`config.mk`:
```
export PLATFORM = sky130hd
export DESIGN_NAME = mux_4_1_rr_arbiter
export DESIGN_NICKNAME = d
export VERILOG_FILES = /design/src/rtl/mux_4_1_rr_arbiter.sv
export SDC_FILE = /design/constraint.sdc
export NUM_CORES = 1
export LEC_CHECK = 0
export ABC_AREA = 0
export BUFFER_PORTS_ARGS = -buffer_cell sky130_fd_sc_hd__buf_2
export CORE_MARGIN = 2
export CORE_UTILIZATION = 50
export DETAILED_ROUTE_END_ITERATION = 8
export GPL_ROUTABILITY_DRIVEN = 1
export PLACE_DENSITY = 0.72
export SYNTH_ARGS = -nofsm -noshare
export SYNTH_HDL_FRONTEND = slang
export SYNTH_SLANG_ARGS = --single-unit
```
`constraint.sdc`:
```
create_clock -name CLOCK_50 -period 2.8 [get_ports CLOCK_50]
set_input_delay 0.14 -clock CLOCK_50 [delete_from_list [all_inputs] [get_ports CLOCK_50]]
set_output_delay 0.14 -clock CLOCK_50 [all_outputs]
set_load 0.01 [all_outputs]
```
`src/rtl/mux_4_1_rr_arbiter.sv`:
```
// -----------------------------------------------------------------------------
// mux_4_1_rr_arbiter
//
// Round-robin arbiter and select sequencer for a shared 4:1 multiplexer.
// Four requesters compete for one W-bit output. One requester is granted at a
// time. A grant is bounded by a time slice of SLICE_CYCLES cycles whenever
// another requester is waiting. An uncontested owner keeps the grant
// indefinitely.
//
// Ports:
//   CLOCK_50  in   1   sole clock, rising edge
//   RESET_N   in   1   asynchronous active-low reset
//   req       in   4   request vector, bit i = requester i wants the mux
//   d0..d3    in   W   data of requester 0..3 (not registered)
//   gnt       out  4   one-hot grant (registered), zero when idle
//   sel       out  2   mux select (registered), current or last owner
//   valid     out  1   |gnt
//   y         out  W   d[sel] when valid, otherwise 0 (combinational)
// -----------------------------------------------------------------------------
module mux_4_1_rr_arbiter #(
  parameter int W            = 2,
  parameter int SLICE_CYCLES = 4   // legal range 1..255
) (
  input  logic         CLOCK_50,
  input  logic         RESET_N,
  input  logic [3:0]   req,
  input  logic [W-1:0] d0,
  input  logic [W-1:0] d1,
  input  logic [W-1:0] d2,
  input  logic [W-1:0] d3,
  output logic [3:0]   gnt,
  output logic [1:0]   sel,
  output logic         valid,
  output logic [W-1:0] y
);

  typedef enum logic {
    S_IDLE  = 1'b0,
    S_GRANT = 1'b1
  } state_t;

  // Last cycle index of a slice; the counter saturates here.
  localparam logic [7:0] CNT_MAX = 8'(SLICE_CYCLES - 1);

  state_t     r_state;
  state_t     w_state_next;
  logic [3:0] r_gnt;
  logic [3:0] w_gnt_next;
  logic [1:0] r_sel;
  logic [1:0] w_sel_next;
  logic [1:0] r_ptr;
  logic [1:0] w_ptr_next;
  logic [7:0] r_cnt;
  logic [7:0] w_cnt_next;

  logic [3:0] w_others;
  logic [1:0] w_pick_req;
  logic [1:0] w_pick_oth;

  // First set bit of mask scanning ptr+1, ptr+2, ptr+3, ptr (mod 4).
  // The loop runs from the farthest position down so the nearest one wins.
  // The result is only meaningful when mask is non-zero.
  function automatic logic [1:0] pick(input logic [3:0] mask,
                                      input logic [1:0] ptr);
    logic [1:0] idx;
    logic [1:0] res;
    res = ptr;
    for (int k = 4; k >= 1; k--) begin
      idx = ptr + 2'(k);
      if (mask[idx]) res = idx;
    end
    return res;
  endfunction

  function automatic logic [3:0] onehot(input logic [1:0] idx);
    return 4'b0001 << idx;
  endfunction

  assign w_others   = req & ~onehot(r_sel);
  assign w_pick_req = pick(req, r_ptr);
  assign w_pick_oth = pick(w_others, r_ptr);

  // State register: all arbitration state updates together.
  always_ff @(posedge CLOCK_50 or negedge RESET_N) begin
    if (!RESET_N) begin
      r_state <= S_IDLE;
      r_gnt   <= 4'b0000;
      r_sel   <= 2'd0;
      r_ptr   <= 2'd3;   // requester 0 is scanned first after reset
      r_cnt   <= 8'd0;
    end else begin
      r_state <= w_state_next;
      r_gnt   <= w_gnt_next;
      r_sel   <= w_sel_next;
      r_ptr   <= w_ptr_next;
      r_cnt   <= w_cnt_next;
    end
  end

  // Next-state logic.
  always_comb begin
    w_state_next = r_state;
    w_gnt_next   = r_gnt;
    w_sel_next   = r_sel;
    w_ptr_next   = r_ptr;
    w_cnt_next   = r_cnt;
    case (r_state)
      S_IDLE: begin
        if (|req) begin
          w_state_next = S_GRANT;
          w_gnt_next   = onehot(w_pick_req);
          w_sel_next   = w_pick_req;
          w_ptr_next   = w_pick_req;
          w_cnt_next   = 8'd0;
        end
      end
      S_GRANT: begin
        if (!req[r_sel] || (r_cnt == CNT_MAX && |w_others)) begin
          if (|w_others) begin
            // Owner released or slice expired: hand over with no idle bubble.
            w_gnt_next = onehot(w_pick_oth);
            w_sel_next = w_pick_oth;
            w_ptr_next = w_pick_oth;
            w_cnt_next = 8'd0;
          end else begin
            // Owner released and nobody else waits; sel keeps the last owner.
            w_state_next = S_IDLE;
            w_gnt_next   = 4'b0000;
            w_cnt_next   = 8'd0;
          end
        end else if (r_cnt != CNT_MAX) begin
          w_cnt_next = r_cnt + 8'd1;
        end
      end
      default: begin
        w_state_next = S_IDLE;
        w_gnt_next   = 4'b0000;
        w_cnt_next   = 8'd0;
      end
    endcase
  end

  // Output logic: the data path is not registered so y follows the owner's
  // data within the same cycle.
  always_comb begin
    y = '0;
    if (valid) begin
      case (r_sel)
        2'd0:    y = d0;
        2'd1:    y = d1;
        2'd2:    y = d2;
        default: y = d3;
      endcase
    end
  end

  assign gnt   = r_gnt;
  assign sel   = r_sel;
  assign valid = |r_gnt;

endmodule

```
==> results.md, run 1 <==
| Result | Value | Unit |
|:---|:---|:---|
| Pleak | 0.6661 | nW |
| I/O pin cnt | 23 | - |
| Arrival time reported for the critical path endpoint | 2.54 | ns |
| Flops & latches, synth | 17 | - |
| Total CTS buffers | 3 | - |
| Fin. max-slew vios | 0 | - |
| Drt via density | 5.985 | - |
| Period utilisation layout | 0.8389 | - |
| Root buffer cell | clkbuf_4 | - |
| R2R Path Start | sel[0] | - |
| CP Launch Type | flop | - |
| CP Capture Type | flop | - |
| Die ar. | 3113 | um^2 |
| Floorplan die width | 55.80 | um |
| Worst-skew pair later-pin latency | 0.30 | ns |
| Initial drt markers | 34 | - |
| Top cell type by total area after synthesis | dfrtp_1 | - |
| Worst vdd rail ir drop | 602.6 | uV |
| Areal power density over the cells | 1005 | nW/um^2 |
| Cell with the most instances after synthesis | nand2_1 | - |
| Largest net degree at the start of global routing | 18 | - |
| Predominant post-synthesis flop cell | dfrtp_1 | - |
| Post-placement cell count | 197 | - |
| Area share of the largest cell type after synthesis | 0.2799 | - |
| Worst endpoint required time | 3.00 | ns |
| # diodes | 0 | - |
| Total via count after detailed routing | 1209 | - |
| Category of the critical setup timing path | flop to flop | - |
| Count of final hold-check violations | 0 | - |
| Final cell count without fillers | 202 | - |
| Class of the tightest hold or removal check | input port to flop | - |
| Instance area after placement | 1429 | um^2 |
| Placed wire-length estimate after detailed placement | 2235 | um |
| Run status | finished, final reports clean | - |
| FP Rows | 18 | - |
| Synth unique cells | 47 | - |
| Minimum clock period | 2.349 | ns |
| Deepest level of the CTS H-tree | 1 | - |
| Warnings from Yosys | 0 | - |
| Min-Delay Startpoint | req[0] | - |
| RD Place Congestion | 0.8823 | - |
| Clk sinks | 17 | - |
| Share of synthesized area occupied by flip-flops and latches | 0.3190 | - |
| Initial Util | 0.5365 | - |
| Vias in the first global route | 1138 | - |
| Post-Layout Inst Area | 1466 | um^2 |
| Synthesized area divided by synthesized cell count | 8.653 | um^2 |
| Maximum clock skew at final layout | 0.006553 | ns |
| Die Height | 55.80 | um |
| Number of instances in the synthesized netlist | 155 | - |
| Core Area | 2500 | um^2 |
| Layout overhead on the synthesized area | 9.329 | % |
| Clock tree from TritonCTS | built | - |
| Slew at the pin closest to its max-slew limit | 0.6650 | ns |
| Area contributors post-synth | dfrtp_1 (28%), mux4_2 (5.0%), nand2_1 (4.8%) | - |
| Highest fanout seen on the critical path | 13 | - |
| Core utilization of the finished layout | 0.5866 | - |
| Share of flip-flops with an asynchronous set or reset | 1.000 | - |
| Number of enable-type register cells in the synthesized netlist | 0 | - |
| Most frequent cells after synthesis | nand2_1 (17), dfrtp_1 (15), nor2_1 (13) | - |
| Total Power Consumption | 1.474 | mW |
| Share of post-route cells with drive strength above 1 | 0.2267 | - |
| Max-slew headroom at the worst pin | 0.5537 | - |
| Post-route antenna net violation count | 0 | - |
| Max-Cap Viols | 0 | - |
| Post-DR wirelength/cell | 14.51 | um |
| Post-synthesis instance area | 1341 | um^2 |
| Wire length of the first global-routing pass | 5147 | um |
| Port Buffer Count | 22 | - |
| GR Util All Layers | 0.2042 | - |
| Accumulated negative setup slack | 0 | ns |
| DR pass1 iterations | 4 | - |
| Post-Synthesis Net Count | 170 | - |
| Overall overflow remaining after global route | 0 | - |
| Number of antenna violations at the first check in global routing | 0 | - |
| Final wirelength | 2931 | um |
| Final Setup Violations | 0 | - |
| Unrepaired setup endpoints after global routing | false | - |
| Post-layout net count | 188 | - |
| Fmax | 425.7 | MHz |
| Clock-pin slew reported for the worst setup and hold paths after clock tree synthesis | 0.09 | ns |
| Residual DRC | 0 | - |
| Crit path launch | sel[0] | - |
| Clock buffer depth | 2 | - |
-- critical path, cell delays in order (launching register included) --
cell,delay (ns)
dfrtp_1,0.66
xor2_1,0.32
o211a_1,0.20
nor4_1,0.06
a311oi_1,0.58
o32ai_1,0.22
a21o_1,0.20
-- worst paths after layout --
path | depth (start not counted) | slack [ns] | end
setup / recovery | 6 | 0.45 | sel[0]
hold / removal | 3 | 0.25 | r_state
setup reg to reg | 6 | 0.45 | sel[0]
hold reg to reg | 1 | 0.56 | r_cnt[0]
max in group asynchronous | 2 | 2.19 | r_ptr[1]
min in group asynchronous | 2 | 0.29 | gnt[3]
-- state kept, by name, indices dropped and copies added (netlist names) --
register and cells:
r_ptr 2, r_state 1, gnt 4, r_cnt 8
sel 2
-- cell usage in the layout (no fill, tap or decap), drive strengths merged, types with 2 or more instances in the layout --
cell and count:
dfstp 2, or4 2, o21ai 8, nand2b 4, nor2b 5, mux4 3
inv 7, a21o 4, and3 2, o211ai 3, nand3 5, nand2 17
clkbuf 3, nor2 14, a211o 3, a32oi 3, mux2 2, o211a 2
dfrtp 15, buf 22, nor3 4, a21boi 3, a31oi 3, xor2 5
nor4 4, a21oi 8
-- layout make-up --
cell class,count,area (um^2)
fill,236,1033
multi-input combinational,121,827.0
sequential,17,427.9
timing repair buffer,23,120.1
tap,30,37.54
inverter,7,26.28
clock buffer,3,22.52
clock inverter,1,5.005
-- stage by stage --
stage,hold WS [ns],worst slack [ns]
6_report,0.2463,0.4511
3_3_place_gp,0.07684,0.5139
4_1_cts,0.2314,0.4608
3_5_place_dp,0.08066,0.4749
5_1_grt,0.2616,0.2741
2_1_floorplan,-0.1556,0.7324
-- repair_timing --
| action | 4_1_cts | 5_1_grt |
|---|---|---|
| gates resized for setup | 0 | 0 |
| hold endpoints to repair | 15 | 0 |
| hold buffers | 1 | 0 |
| buffers inserted | 0 | 0 |
-- layer usage --
| layer | GRT usage | vias up | part of all wire |
|---|---|---|---|
| li1 | - | 601 | - |
| met3 | 0.04186 | 4 | 0.063 |
| met5 | 0 | - | 0 |
| met1 | 0.2828 | 561 | 0.44 |
| met4 | 0.04181 | 0 | 0.0092 |
| met2 | 0.3299 | 43 | 0.48 |
-- logic make-up (layout without fill, tap and decap cells) --
family          count (synthesis)  in the layout  synth area share
flops                          17             17            0.3190
xor+xnor                        6              6           0.03918
buf+inv                        17             34           0.06436
mux                             6              6           0.07462
fa+ha+maj                       1              1          0.009327
simple gates                   63             63            0.2537
compound gates                 45             45            0.2398
-- power by group --
group | switching, mW | internal [mW] | leakage, nW | total (mW)
clock network | 0.0808 | 0.0533 | 0.0177 | 0.134
registers | 0.147 | 0.335 | 0.212 | 0.482
logic | 0.467 | 0.391 | 0.436 | 0.858
total | 0.695 | 0.779 | 0.666 | 1.47
Power figures use the tool's default switching activity.
==> run 2, diff against run 1 <==
--- a/config.mk
+++ b/config.mk
@@ -11,7 +11,7 @@
 export CORE_UTILIZATION = 50
 export DETAILED_ROUTE_END_ITERATION = 8
 export GPL_ROUTABILITY_DRIVEN = 1
-export PLACE_DENSITY = 0.72
+export PLACE_DENSITY = 0.75
 export SYNTH_ARGS = -nofsm -noshare
 export SYNTH_HDL_FRONTEND = slang
 export SYNTH_SLANG_ARGS = --single-unit
==> constraint.sdc (replaced) <==
create_clock -name CLOCK_50 -period 2.05 [get_ports CLOCK_50]
set_input_delay 0.1025 -clock CLOCK_50 [delete_from_list [all_inputs] [get_ports CLOCK_50]]
set_output_delay 0.1025 -clock CLOCK_50 [all_outputs]
set_load 0.01 [all_outputs]
==> results.md, run 2 (same netlist as run 1, synthesis figures left out) <==
| Result | Value | Unit | Delta |
|:---|:---|:---|:---|
| Worst hold slack after final layout | 0.1882 | ns | -0.05807 ns |
| Depth of the worst register-to-register path | 6 | - | unchanged |
| I/O pin cnt | 23 | - | unchanged |
| Top reg by flops | r_cnt | - |  |
| Class of the tightest hold or removal check | input port to flop | - |  |
| CP Capture Type | flop | - |  |
| Storage cell area | 429.2 | um^2 | +0.29% |
| Switch Pwr | 1.175 | mW | +69% |
| Share of post-route cells with drive strength above 1 | 0.3929 | - | +0.1661 |
| Worst-skew pair later-pin latency | 0.29 | ns | about the same |
| Layout overhead on the synthesized area | 29.38 | % |  |
| Met3 Use GR | 0.03721 | - | -0.004651 |
| Maximum clock skew at final layout | 0.006089 | ns | -0.0004636 ns |
| Routing usage on met1 | 0.3202 | - | +0.03738 |
| Clock-pin slew reported for the worst setup and hold paths after clock tree synthesis | 0.11 | ns | +0.02 ns |
| Global-route track usage on met2 | 0.3895 | - | +0.05952 |
| Most Used Layer, Global Route | met2 | - |  |
| Clock tree from TritonCTS | built | - |  |
| Core Area | 2500 | um^2 | unchanged |
| WHS Path Cells | 3 | - | unchanged |
| Least setup slack across all paths after layout | -0.1000 | ns | -0.5511 ns |
| Clock network fraction of total power | 0.070 | - | -0.021 |
| Clk sinks | 17 | - | unchanged |
| Post-DR wirelength/cell | 16.55 | um | +14% |
| Arrival time reported for the critical path endpoint | 2.35 | ns | -0.19 ns |
| Multi-input logic area | 898.4 | um^2 | +8.6% |
| Worst endpoint required time | 2.25 | ns | -0.75 ns |
| FP Rows | 18 | - | unchanged |
| Count of final hold-check violations | 0 | - | unchanged |
| Final Setup Violations | 10 | - | +10 |
| Period utilisation layout | 1.049 | - | +0.2099 |
| Minimum clock period | 2.150 | ns | -0.1989 ns |
| # diodes | 0 | - | unchanged |
| Crit path launch | r_ptr[0] | - |  |
| Placed wire-length estimate after detailed placement | 2476 | um | +11% |
| Drt via density | 6.257 | - | +4.5% |
| Fin. max-slew vios | 0 | - | unchanged |
| Post-route antenna net violation count | 0 | - | unchanged |
| Vias in the first global route | 1327 | - | +17% |
| Port Buffer Count | 22 | - | unchanged |
| Instance area after placement | 1539 | um^2 | +7.7% |
| Failing checks | setup timing | - |  |
| Final wirelength | 3741 | um | +28% |
| Slew at the pin closest to its max-slew limit | 0.4992 | ns | -0.1658 ns |
| Endpoint of the worst hold-timing path | r_state | - |  |
| Run status | finished, violations left | - |  |
| Number of antenna violations at the first check in global routing | 0 | - | unchanged |
| Max-Cap Viols | 0 | - | unchanged |
| Post-layout net count | 212 | - | +13% |
| Post-Layout Inst Area | 1735 | um^2 | +18% |
| Filler Cell Count | 205 | - | -13% |
| CP Launch Type | flop | - |  |
| Max-slew headroom at the worst pin | 0.6672 | - | +0.1136 |
| Worst vdd rail ir drop | 932.5 | uV | +55% |
| Sequential Power Share | 0.223 | - | -0.104 |
| Cell-internal power | 1.447 | mW | +86% |
| Total via count after detailed routing | 1414 | - | +17% |
| Wire length of the first global-routing pass | 5927 | um | +15% |
| Largest net degree at the start of global routing | 18 | - | unchanged |
| Pleak | 0.8069 | nW | +21% |
| Die ar. | 3113 | um^2 | unchanged |
| DR pass1 iterations | 5 | - | +1 |
| Deepest level of the CTS H-tree | 1 | - | unchanged |
| Areal power density over the cells | 1511 | nW/um^2 | +50% |
| Worst-case register-to-register setup slack | -0.10 | ns | -0.55 ns |
| Floorplan die width | 55.80 | um | unchanged |
| Unrepaired setup endpoints after global routing | true | - |  |
| Number of flip-flops under the largest register name | 8 | - | unchanged |
| Residual DRC | 0 | - | unchanged |
| Clock buffer depth | 2 | - | unchanged |
| R2R Path Start | r_ptr[0] | - |  |
| Accumulated negative setup slack | -0.5099 | ns | -0.5099 ns |
| RD Place Congestion | 0.8911 | - | +1.0% |
| Die Height | 55.80 | um | unchanged |
| Share of power burned in combinational logic | 0.708 | - | +0.126 |
| GR Util All Layers | 0.2333 | - | +0.02905 |
| Min-Delay Startpoint | req[2] | - |  |
| Net switching share of the total power | 0.4482 | - | -0.02342 |
| Category of the critical setup timing path | flop to flop | - |  |
| Overall overflow remaining after global route | 0 | - | unchanged |
| Initial drt markers | 87 | - | +160% |
| Initial Util | 0.5365 | - | unchanged |
| Highest fanout seen on the critical path | 5 | - | -8 |
| Total CTS buffers | 3 | - | unchanged |
| Root buffer cell | clkbuf_4 | - |  |
| Leading cell types in the layout, fill and taps excluded | buf_2 (22), buf_4 (22), nand2_1 (15) | - |  |
| Fmax | 465.1 | MHz | +9.3% |
| Worst reg2reg endpoint | gnt[1] | - |  |
run 2: critical path, cell delays in order (launching register included):
cell and delay, ns:
dfstp_2 0.63, mux2_4 0.32, o211a_1 0.16, nor4_2 0.36, a311oi_2 0.14, buf_4 0.20, o31ai_2 0.25
run 2: routing by layer:
layer	share of wire	vias up
met3	0.065	6
met2	0.49	68
li1	-	655
met1	0.43	685
met5	0	-
met4	0.012	0
run 2: how the worst max path moves through the flow:
stage	endpoint	slack (ns)	depth (start not counted)
2_1_floorplan	r_cnt[6]	-0.02	8
3_3_place_gp	sel[1]	-0.12	7
3_5_place_dp	sel[0]	-0.11	6
4_1_cts	r_cnt[6]	-0.09	7
5_1_grt	gnt[0]	-0.15	8
6_report	gnt[1]	-0.10	6
run 2: stage by stage:
step / instances / util / power, mW / setup slack [ns]
after floorplan: 155 / - / 1.584 / -0.01758
after global placement: 210 / 0.6156 / 1.982 / -0.1240
after detailed placement: 210 / 0.6156 / 2.026 / -0.1081
after CTS: 218 / 0.6527 / 2.325 / -0.08527
after global routing: 226 / 0.6942 / 2.814 / -0.1495
final: 226 / 0.6942 / 2.622 / -0.1000
run 2: power by group through the flow:
stage               logic (mW)  registers (mW)  clock network, mW
floorplan                 1.03           0.558                  0
global placement          1.40           0.577                  0
detailed placement        1.44           0.582                  0
CTS                       1.56           0.575              0.188
global route              2.02           0.592              0.203
finish                    1.86           0.584              0.182
run 2: layout make-up:
class / count / share of cell area
Clock buffer: 3 / 0.01298
Clock inverter: 1 / 0.002884
Inverter: 7 / 0.01514
Multi-Input combinational cell: 121 / 0.5177
Sequential cell: 17 / 0.2473
Tap cell: 30 / 0.02163
Timing Repair Buffer: 47 / 0.1824
run 2: timing repair:
item                                   in CTS  in global routing
hold buffers                                1                  0
gates cloned                                0                  0
endpoints found under the hold margin      15                  0
setup endpoints to repair                   9                 18
setup buffers                               3                  8
gates resized for setup                     9                 13
pin swaps                                   4                 10
